### config.mk
export PLATFORM = sky130hd
export DESIGN_NAME = cp0_flat
export DESIGN_NICKNAME = d
export VERILOG_FILES = /design/src/rtl/cp0_if.sv /design/src/rtl/cp0.sv /design/src/flat_wrapper.sv
export SDC_FILE = /design/constraint.sdc
export NUM_CORES = 1
export LEC_CHECK = 0
export ABC_CLOCK_PERIOD_IN_PS = 3600
export BUFFER_PORTS_ARGS = -buffer_cell sky130_fd_sc_hd__buf_4
export CORE_UTILIZATION = 50
export CTS_CLUSTER_DIAMETER = 60
export CTS_CLUSTER_SIZE = 30
export DETAILED_ROUTE_END_ITERATION = 7
export PLACE_DENSITY_LB_ADDON = 0.12
export SLEW_MARGIN = 20
export SYNTH_ARGS = -nofsm -noshare
export SYNTH_HDL_FRONTEND = slang
export SYNTH_SLANG_ARGS = --single-unit
### constraint.sdc
create_clock -name clk -period 3.6 [get_ports clk]
set_input_delay 0.72 -clock clk [delete_from_list [all_inputs] [get_ports clk]]
set_output_delay 0.72 -clock clk [all_outputs]
set_load 0.005 [all_outputs]
### src/rtl/cp0_if.sv
// CP0 pipeline-side bus: M-stage exception/interrupt inputs, mtc0/mfc0 access and flush outputs.
// Latency: not applicable; this file only bundles the signals.
// Backpressure: none; the flush request is combinational and cannot be stalled.
interface cp0_if;
  logic [31:0] pc_m;
  logic [4:0]  exc_code_m;
  logic        bd_m;
  logic [5:0]  hw_int;
  logic [4:0]  cp0_addr;
  logic [31:0] cp0_wdata;
  logic        cp0_we;
  logic        eret_m;
  logic        int_req;
  logic [31:0] epc;
  logic [31:0] cp0_rdata;

  // Pipeline side drives the M-stage request signals and observes the flush/read results
  modport master (
    output pc_m, exc_code_m, bd_m, hw_int, cp0_addr, cp0_wdata, cp0_we, eret_m,
    input  int_req, epc, cp0_rdata
  );

  // CP0 side
  modport slave (
    input  pc_m, exc_code_m, bd_m, hw_int, cp0_addr, cp0_wdata, cp0_we, eret_m,
    output int_req, epc, cp0_rdata
  );
endinterface

### src/rtl/cp0.sv
// CP0 (SR/Cause/EPC/PRId): takes interrupts and exceptions from the M stage, and handles mtc0, mfc0 and eret.
// Latency: int_req and cp0_rdata are combinational; register updates land on the next clk edge.
// Backpressure: none; a taken event blocks a same-cycle mtc0 or eret. CP0_EXC_EN enables synchronous exceptions.
module cp0 (
  input  logic  clk,
  input  logic  reset,
  cp0_if.slave  bus
);

  localparam logic [31:0] PRID       = 32'h4350_3037;
  localparam logic [4:0]  ADDR_SR    = 5'd12;
  localparam logic [4:0]  ADDR_CAUSE = 5'd13;
  localparam logic [4:0]  ADDR_EPC   = 5'd14;
  localparam logic [4:0]  ADDR_PRID  = 5'd15;

  logic [5:0]  sr_im_q, sr_im_d;
  logic        sr_exl_q, sr_exl_d;
  logic        sr_ie_q, sr_ie_d;
  logic        cause_bd_q, cause_bd_d;
  logic [5:0]  cause_ip_q, cause_ip_d;
  logic [4:0]  cause_exc_q, cause_exc_d;
  logic [31:0] epc_q, epc_d;

  logic        int_pend;
  logic        exc_pend;
  logic        take;
  logic [4:0]  rec_code;
  logic [31:0] sr_val;
  logic [31:0] cause_val;
  logic [31:0] rdata;

  // Detect pending events; an interrupt wins and records ExcCode 0. Held off while reset is active.
  always_comb begin
    int_pend = (|(bus.hw_int & sr_im_q)) & sr_ie_q & ~sr_exl_q;
`ifdef CP0_EXC_EN
    exc_pend = (bus.exc_code_m != 5'd0) & ~sr_exl_q;
    rec_code = int_pend ? 5'd0 : bus.exc_code_m;
`else
    exc_pend = 1'b0;
    rec_code = 5'd0;
`endif
    take = ~reset & (int_pend | exc_pend);
  end

  // Next state: a taken event overrides mtc0 and eret; Cause.IP samples the lines every edge.
  always_comb begin
    sr_im_d     = sr_im_q;
    sr_exl_d    = sr_exl_q;
    sr_ie_d     = sr_ie_q;
    cause_bd_d  = cause_bd_q;
    cause_ip_d  = bus.hw_int;
    cause_exc_d = cause_exc_q;
    epc_d       = epc_q;
    if (take) begin
      sr_exl_d    = 1'b1;
      cause_exc_d = rec_code;
      cause_bd_d  = bus.bd_m;
      epc_d       = bus.bd_m ? (bus.pc_m - 32'd4) : bus.pc_m;
    end else begin
      if (bus.cp0_we) begin
        if (bus.cp0_addr == ADDR_SR) begin
          sr_im_d  = bus.cp0_wdata[15:10];
          sr_exl_d = bus.cp0_wdata[1];
          sr_ie_d  = bus.cp0_wdata[0];
        end else if (bus.cp0_addr == ADDR_EPC) begin
          epc_d = bus.cp0_wdata;
        end
      end
      // eret is applied last so it always leaves the handler, even alongside an SR write
      if (bus.eret_m) begin
        sr_exl_d = 1'b0;
      end
    end
  end

  // Register state; reset clears everything asynchronously.
  always_ff @(posedge clk or posedge reset) begin
    if (reset) begin
      sr_im_q     <= 6'd0;
      sr_exl_q    <= 1'b0;
      sr_ie_q     <= 1'b0;
      cause_bd_q  <= 1'b0;
      cause_ip_q  <= 6'd0;
      cause_exc_q <= 5'd0;
      epc_q       <= 32'd0;
    end else begin
      sr_im_q     <= sr_im_d;
      sr_exl_q    <= sr_exl_d;
      sr_ie_q     <= sr_ie_d;
      cause_bd_q  <= cause_bd_d;
      cause_ip_q  <= cause_ip_d;
      cause_exc_q <= cause_exc_d;
      epc_q       <= epc_d;
    end
  end

  // mfc0 read mux; no bypass of a same-cycle mtc0.
  always_comb begin
    sr_val    = {16'd0, sr_im_q, 8'd0, sr_exl_q, sr_ie_q};
    cause_val = {cause_bd_q, 15'd0, cause_ip_q, 3'd0, cause_exc_q, 2'd0};
    rdata     = 32'd0;
    case (bus.cp0_addr)
      ADDR_SR:    rdata = sr_val;
      ADDR_CAUSE: rdata = cause_val;
      ADDR_EPC:   rdata = epc_q;
      ADDR_PRID:  rdata = PRID;
      default:    rdata = 32'd0;
    endcase
  end

  assign bus.int_req   = take;
  assign bus.epc       = epc_q;
  assign bus.cp0_rdata = rdata;

endmodule

### src/flat_wrapper.sv
// flat-port wrapper written by rule: the top's interface ports become plain ports
module cp0_flat 
  (clk, reset, bus_pc_m, bus_exc_code_m, bus_bd_m, bus_hw_int, bus_cp0_addr, bus_cp0_wdata, bus_cp0_we, bus_eret_m, bus_int_req, bus_epc, bus_cp0_rdata);
  cp0_if bus_i ();
  input  logic clk;
  input  logic reset;
  input wire logic [$bits(bus_i.pc_m)-1:0] bus_pc_m;
  input wire logic [$bits(bus_i.exc_code_m)-1:0] bus_exc_code_m;
  input wire logic [$bits(bus_i.bd_m)-1:0] bus_bd_m;
  input wire logic [$bits(bus_i.hw_int)-1:0] bus_hw_int;
  input wire logic [$bits(bus_i.cp0_addr)-1:0] bus_cp0_addr;
  input wire logic [$bits(bus_i.cp0_wdata)-1:0] bus_cp0_wdata;
  input wire logic [$bits(bus_i.cp0_we)-1:0] bus_cp0_we;
  input wire logic [$bits(bus_i.eret_m)-1:0] bus_eret_m;
  output wire logic [$bits(bus_i.int_req)-1:0] bus_int_req;
  output wire logic [$bits(bus_i.epc)-1:0] bus_epc;
  output wire logic [$bits(bus_i.cp0_rdata)-1:0] bus_cp0_rdata;
  assign bus_i.pc_m = bus_pc_m;
  assign bus_i.exc_code_m = bus_exc_code_m;
  assign bus_i.bd_m = bus_bd_m;
  assign bus_i.hw_int = bus_hw_int;
  assign bus_i.cp0_addr = bus_cp0_addr;
  assign bus_i.cp0_wdata = bus_cp0_wdata;
  assign bus_i.cp0_we = bus_cp0_we;
  assign bus_i.eret_m = bus_eret_m;
  assign bus_int_req = bus_i.int_req;
  assign bus_epc = bus_i.epc;
  assign bus_cp0_rdata = bus_i.cp0_rdata;
  cp0 u_core (.clk(clk), .reset(reset), .bus(bus_i));
endmodule
# After elaboration in Yosys (flattened, before gate mapping)
# Index checks and enable logic that the tools add are counted.
dict set report word_totals {
  elab_cells 37
  inputBits 85
  regBits 47
  out_inout_bits 65
}
dict set report classes {
  n_reduce_logical 8
  addsub 1
  mux 10
  bitwise 7
  n_eq_ne 5
}
# cell n
set op_table {}
lappend op_table {{two-way mux 32 bit} 5}
lappend op_table {{case mux 32 bit (4 select lines)} 1}
lappend op_table {{subtractor 32 x 3 -> 32 bit (second input constant)} 1}
lappend op_table {{== test 5 x 4 -> 1 bit (second input constant)} 4}
lappend op_table {{bitwise AND 6 bit} 1}
lappend op_table {{AND reduction 3 bit} 2}
lappend op_table {{nonzero test 3 bit} 2}
lappend op_table {{OR reduction 6 bit} 1}
lappend op_table {{two-way mux 1 bit} 4}
lappend op_table {{nonzero test 2 bit} 2}
lappend op_table {{bitwise AND 1 bit} 3}
lappend op_table {{NOT 1 bit} 3}
lappend op_table {{inequality test 2 bit (second input constant)} 1}
lappend op_table {{AND reduction 2 bit} 1}

# Logic depth before layout (Yosys ltp)
dict set report depth {
  depth_word 7
  mapped_depth 8
  ltp_nobuf 6
}

# Worst setup path after synthesis
# Ideal clock, no wire load.
dict set report synth_path {
  kind {input port to output port}
  startpoint {input bus_cp0_addr[0]}
  endpoint {output bus_cp0_rdata[20]}
  setup_slack_ns 0.953
  t_required_ns 2.880
  path_buffers 2
  arrival_ns 1.927
  cell_stages 5
  path_cell_list {nor4bb_1 > clkbuf_1 > and2_1 > clkbuf_1 > a21o_1}
}
dict set report synth_between {
  elab_chain_cells 2
  word_cells_on_any_way 5
  cone_classes {eq/ne: 4; mux: 1}
}
# item line_no
set synth_lines {}
lappend synth_lines {{start: declaration} flat_wrapper.sv:11} ;# input wire logic [$bits(bus_i.cp0_addr)-1:0] bus_cp0_addr;
lappend synth_lines {{== test 5 x 4 -> 1 bit} cp0.sv:102} ;# case (bus.cp0_addr)
lappend synth_lines {{case mux 32 bit (4 select lines) (*)} cp0.sv:102}
lappend synth_lines {{end: declaration} flat_wrapper.sv:17} ;# output wire logic [$bits(bus_i.cp0_rdata)-1:0] bus_cp0_rdata;
# Every way passes the cells marked *; elsewhere a longest branch is shown, timed or not.

# Worst setup path after layout
dict set report layout_path {
  startpoint {input bus_cp0_addr[0]}
  endpoint {output bus_cp0_rdata[12]}
}
# Same word-level chain as after synthesis.

==> results by group <==
Clock tree
  – Clock sinks: 47
  – Later-pin clock latency in the skew report: approximately 0.3 ns
  – Clock Root Buffer: clkbuf_8
  – Post-CTS Setup Repair Bufs: 0
  – H-Tree Depth: 2
  – Clock-pin slew on the worst setup and hold paths: 0.09 ns
  – CTS buffer count: 5
  – TritonCTS clock tree: built
  – Hold_buf cts: 0
  – CTS max path bufs: 2
  – Cts repair resizes: 0

Setup path
  – Critical-path cell list: buf_4 -> nor4bb_4 -> buf_4 -> and2_1 -> a22oi_1 -> o21ai_0 -> buf_4
  – Crit-path max cell delay: 0.39 ns
  – Slowest CP cell: buf_4
  – R2R Setup Slk: 1.51 ns
  – Crit path DAT: roughly 2.1 ns
  – FF-to-FF Start: u_core.sr_im_q[2]
  – WS Path Type: in2out
  – CP startpoint kind: input pin
  – Reg2Reg Depth: 5
  – Worst Setup End Kind: primary output
  – Crit path to: bus_cp0_rdata[12]
  – Max Fanout on Critical Path: 38
  – Cell mode on critical path: buf_4
  – Worst reg2reg endpoint: u_core.sr_im_q[1]
  – Worst Path Required: 2.88 ns
  – Critical Path Start: bus_cp0_addr[0]

Yosys
  – Ys Warns: 0
  – Synth area leader: dfrtp_1
  – Syn_nets: 401
  – Top cells by area, synth: dfrtp_1 39%, mux2i_1 12%, and3_1 5.2%
  – Register area share after synthesis: 38.7%
  – Mapped Avg Cell Area: 9.64 µm²
  – Distinct cell type count after synthesis: 40
  – Yosys top cell area share: roughly two fifths
  – Synthesized flop and latch total: between 40 and 50
  – Syn Inst Count: around 320
  – Synthesized area: roughly 0.0030 mm²

Timing
  – Fin crit share: roughly 80%
  – Unrepaired setup endpoints after global routing: false
  – Tightest Pin Transition: 0.824 ns
  – Slew Viols, Final: 0
  – Fin crit period: 2.82 ns
  – Max Freq: between 0.3 and 0.4 GHz
  – Setup Viol. Count Final: 0
  – Final TNS setup: 0 ns
  – Slew Limit Headroom: 45.0%
  – Final hold violations: 0
  – Setup Skew: between 0.007 and 0.008 ns

Outcome
  – Status: finished, final reports clean

Global route
  – Vias in the first global route: 3037
  – Total Routing Usage GR: 29.9%
  – Initial antenna violation count: 0
  – Largest net degree at the start of global routing: 48
  – First-pass GRT wire length: 14600 µm
  – Gr ovfl total: 0

Route
  – Final WL: around 9400 µm
  – Residual DRC: 0
  – Final ANT Viol Nets: 0
  – Via-per-instance ratio: 6.01
  – 1st-pass router iterations: 4
  – WL/cell: 17.8 µm
  – Initial drt markers: 236
  – Routed vias: roughly 3200

Floorplanning
  – Die area: 0.00639 mm²
  – Die extent in x: 79.9 µm
  – Initial Util: around half
  – Placeable Area: 0.00589 mm²
  – Io pins: 150
  – Die extent in y: about 80 µm
  – Row cnt: 28

Final layout
  – Final nets: roughly 540
  – Area Overhead vs Synth: 41.9%
  – Multi-input gate area in the final layout: 0.00177 mm²
  – Reg area: 0.00118 mm²
  – Cell Count, Final, Fillers Out: 528
  – Ant diodes: 0
  – Commonest non-fill, non-tap cell in the layout: buf_4
  – Filler cells: 469
  – Most frequent cells in the layout: 154 x buf_4, 47 x dfrtp_1, 37 x mux2i_1
  – Layout cell share with drive strength beyond 1: 38.9%

Min path
  – Worst min-delay path class: in2reg

Place
  – Dpl cells: 520
  – Routability cong.: a little under 0.9
  – HPWL Detailed: 6880 µm
  – Port bufs: 144

Power
  – PwrDens: 472 mW/mm²
  – Worst VDD drop: 0.273 mV
  – Pleak: 0.00217 µW

Job
  – Max Cap Violations: 0
-- worst min-delay path by stage --
| stage | from | endpoint | slack [ns] | depth (start not counted) |
|---|---|---|---|---|
| global route | bus_hw_int[5] | u_core.cause_ip_q[5] | 0.52 | 1 |
| detailed placement | u_core.cause_bd_q | u_core.cause_bd_q | 0.52 | 1 |
| CTS | bus_hw_int[4] | u_core.cause_ip_q[4] | 0.52 | 1 |
| floorplan | u_core.cause_bd_q | u_core.cause_bd_q | 0.48 | 1 |
| global placement | u_core.sr_ie_q | u_core.sr_ie_q | 0.51 | 1 |
| finish | bus_hw_int[4] | u_core.cause_ip_q[4] | 0.53 | 1 |
-- layout make-up --
class	instances	area share (%)
multi-input cells	239	41.1
flip-flops and latches	47	27.3
repair buffers	154	26.8
clock inverters	3	0.581
clock buffers	5	1.60
well taps	75	2.18
inverters	5	0.465
-- synth_stat cells --
cell type  number
a21o_1          8
a21oi_1         5
a221oi_1       10
a22oi_1         9
a2bb2oi_1       1
a31oi_1        10
a32oi_1         2
and2_1          5
and3_1         25
and4b_1         1
buf_1           2
buf_2           2
clkbuf_1       20
dfrtp_1        47
ha_1            1
inv_1           5
mux2_2          8
mux2i_1        37
nand2_1        18
nand2b_1        1
nand3_1        10
nand4_1         5
nor2_1          6
nor3b_1         1
nor4_1          7
nor4_2          1
nor4b_4         1
nor4bb_1        2
o211ai_1        1
o21ai_0        17
o311a_1         2
o31a_1          1
o31ai_1         6
o41ai_1         3
or2_0           2
or3_1           8
or4_1           8
or4_2           1
xnor2_1         2
xor2_1         14
-- worst max-delay path: cells and delay by family --
family,cells,cell delay (ns)
AO/OA/AOI/OAI,2,0.19
AND/OR/NAND/NOR,2,0.54
buffers and inverters,3,0.65
-- state kept, by name, summed over array words and instances, names as in the netlist --
name,count
u_core.sr_ie_q,1
u_core.sr_exl_q,1
u_core.bus.epc,32
u_core.cause_bd_q,1
u_core.cause_ip_q,6
u_core.sr_im_q,6
-- per-stage QoR --
step / hold slack [ns] / total power, µW / cell area, µm² / utilization [%] / worst slack [ns]
4_1_cts: 0.521 / 2050 / 4310 / 73.2 / 0.790
3_5_place_dp: 0.517 / 1720 / 4210 / 71.6 / 0.674
3_3_place_gp: 0.512 / 1690 / 4210 / 71.6 / 0.748
2_1_floorplan: 0.479 / 1220 / 3040 / - / 0.953
5_1_grt: 0.516 / 2170 / 4310 / 73.2 / 0.665
6_report: 0.526 / 2040 / 4310 / 73.2 / 0.780
-- metal layers --
metal | vias to the layer above | track usage [%] | part of all wire [%]
met5 | - | 0 | 0
met4 | 0 | 7.86 | 1.3
met3 | 11 | 5.83 | 7.7
met2 | 148 | 51.0 | 49
met1 | 1525 | 38.6 | 42
li1 | 1488 | - | -
-- where the power goes --
| part | internal (µW) | switching, µW |
|---|---|---|
| clock | 139 | 192 |
| sequential | 736 | 171 |
| combinational | 479 | 319 |
| total | 1350 | 682 |
-- logic make-up after synthesis --
family	after synthesis	synth area share [%]
AOI/OAI and AO/OA	75	17.2
xor gates and xnor gates	16	4.61
adders and majority gates	1	0.412
buffers and inverters	29	3.67
DFF	47	38.7
muxes	45	15.2
and+or+nand+nor	102	20.2
Note: power is estimated with default switching activity, not from simulation.
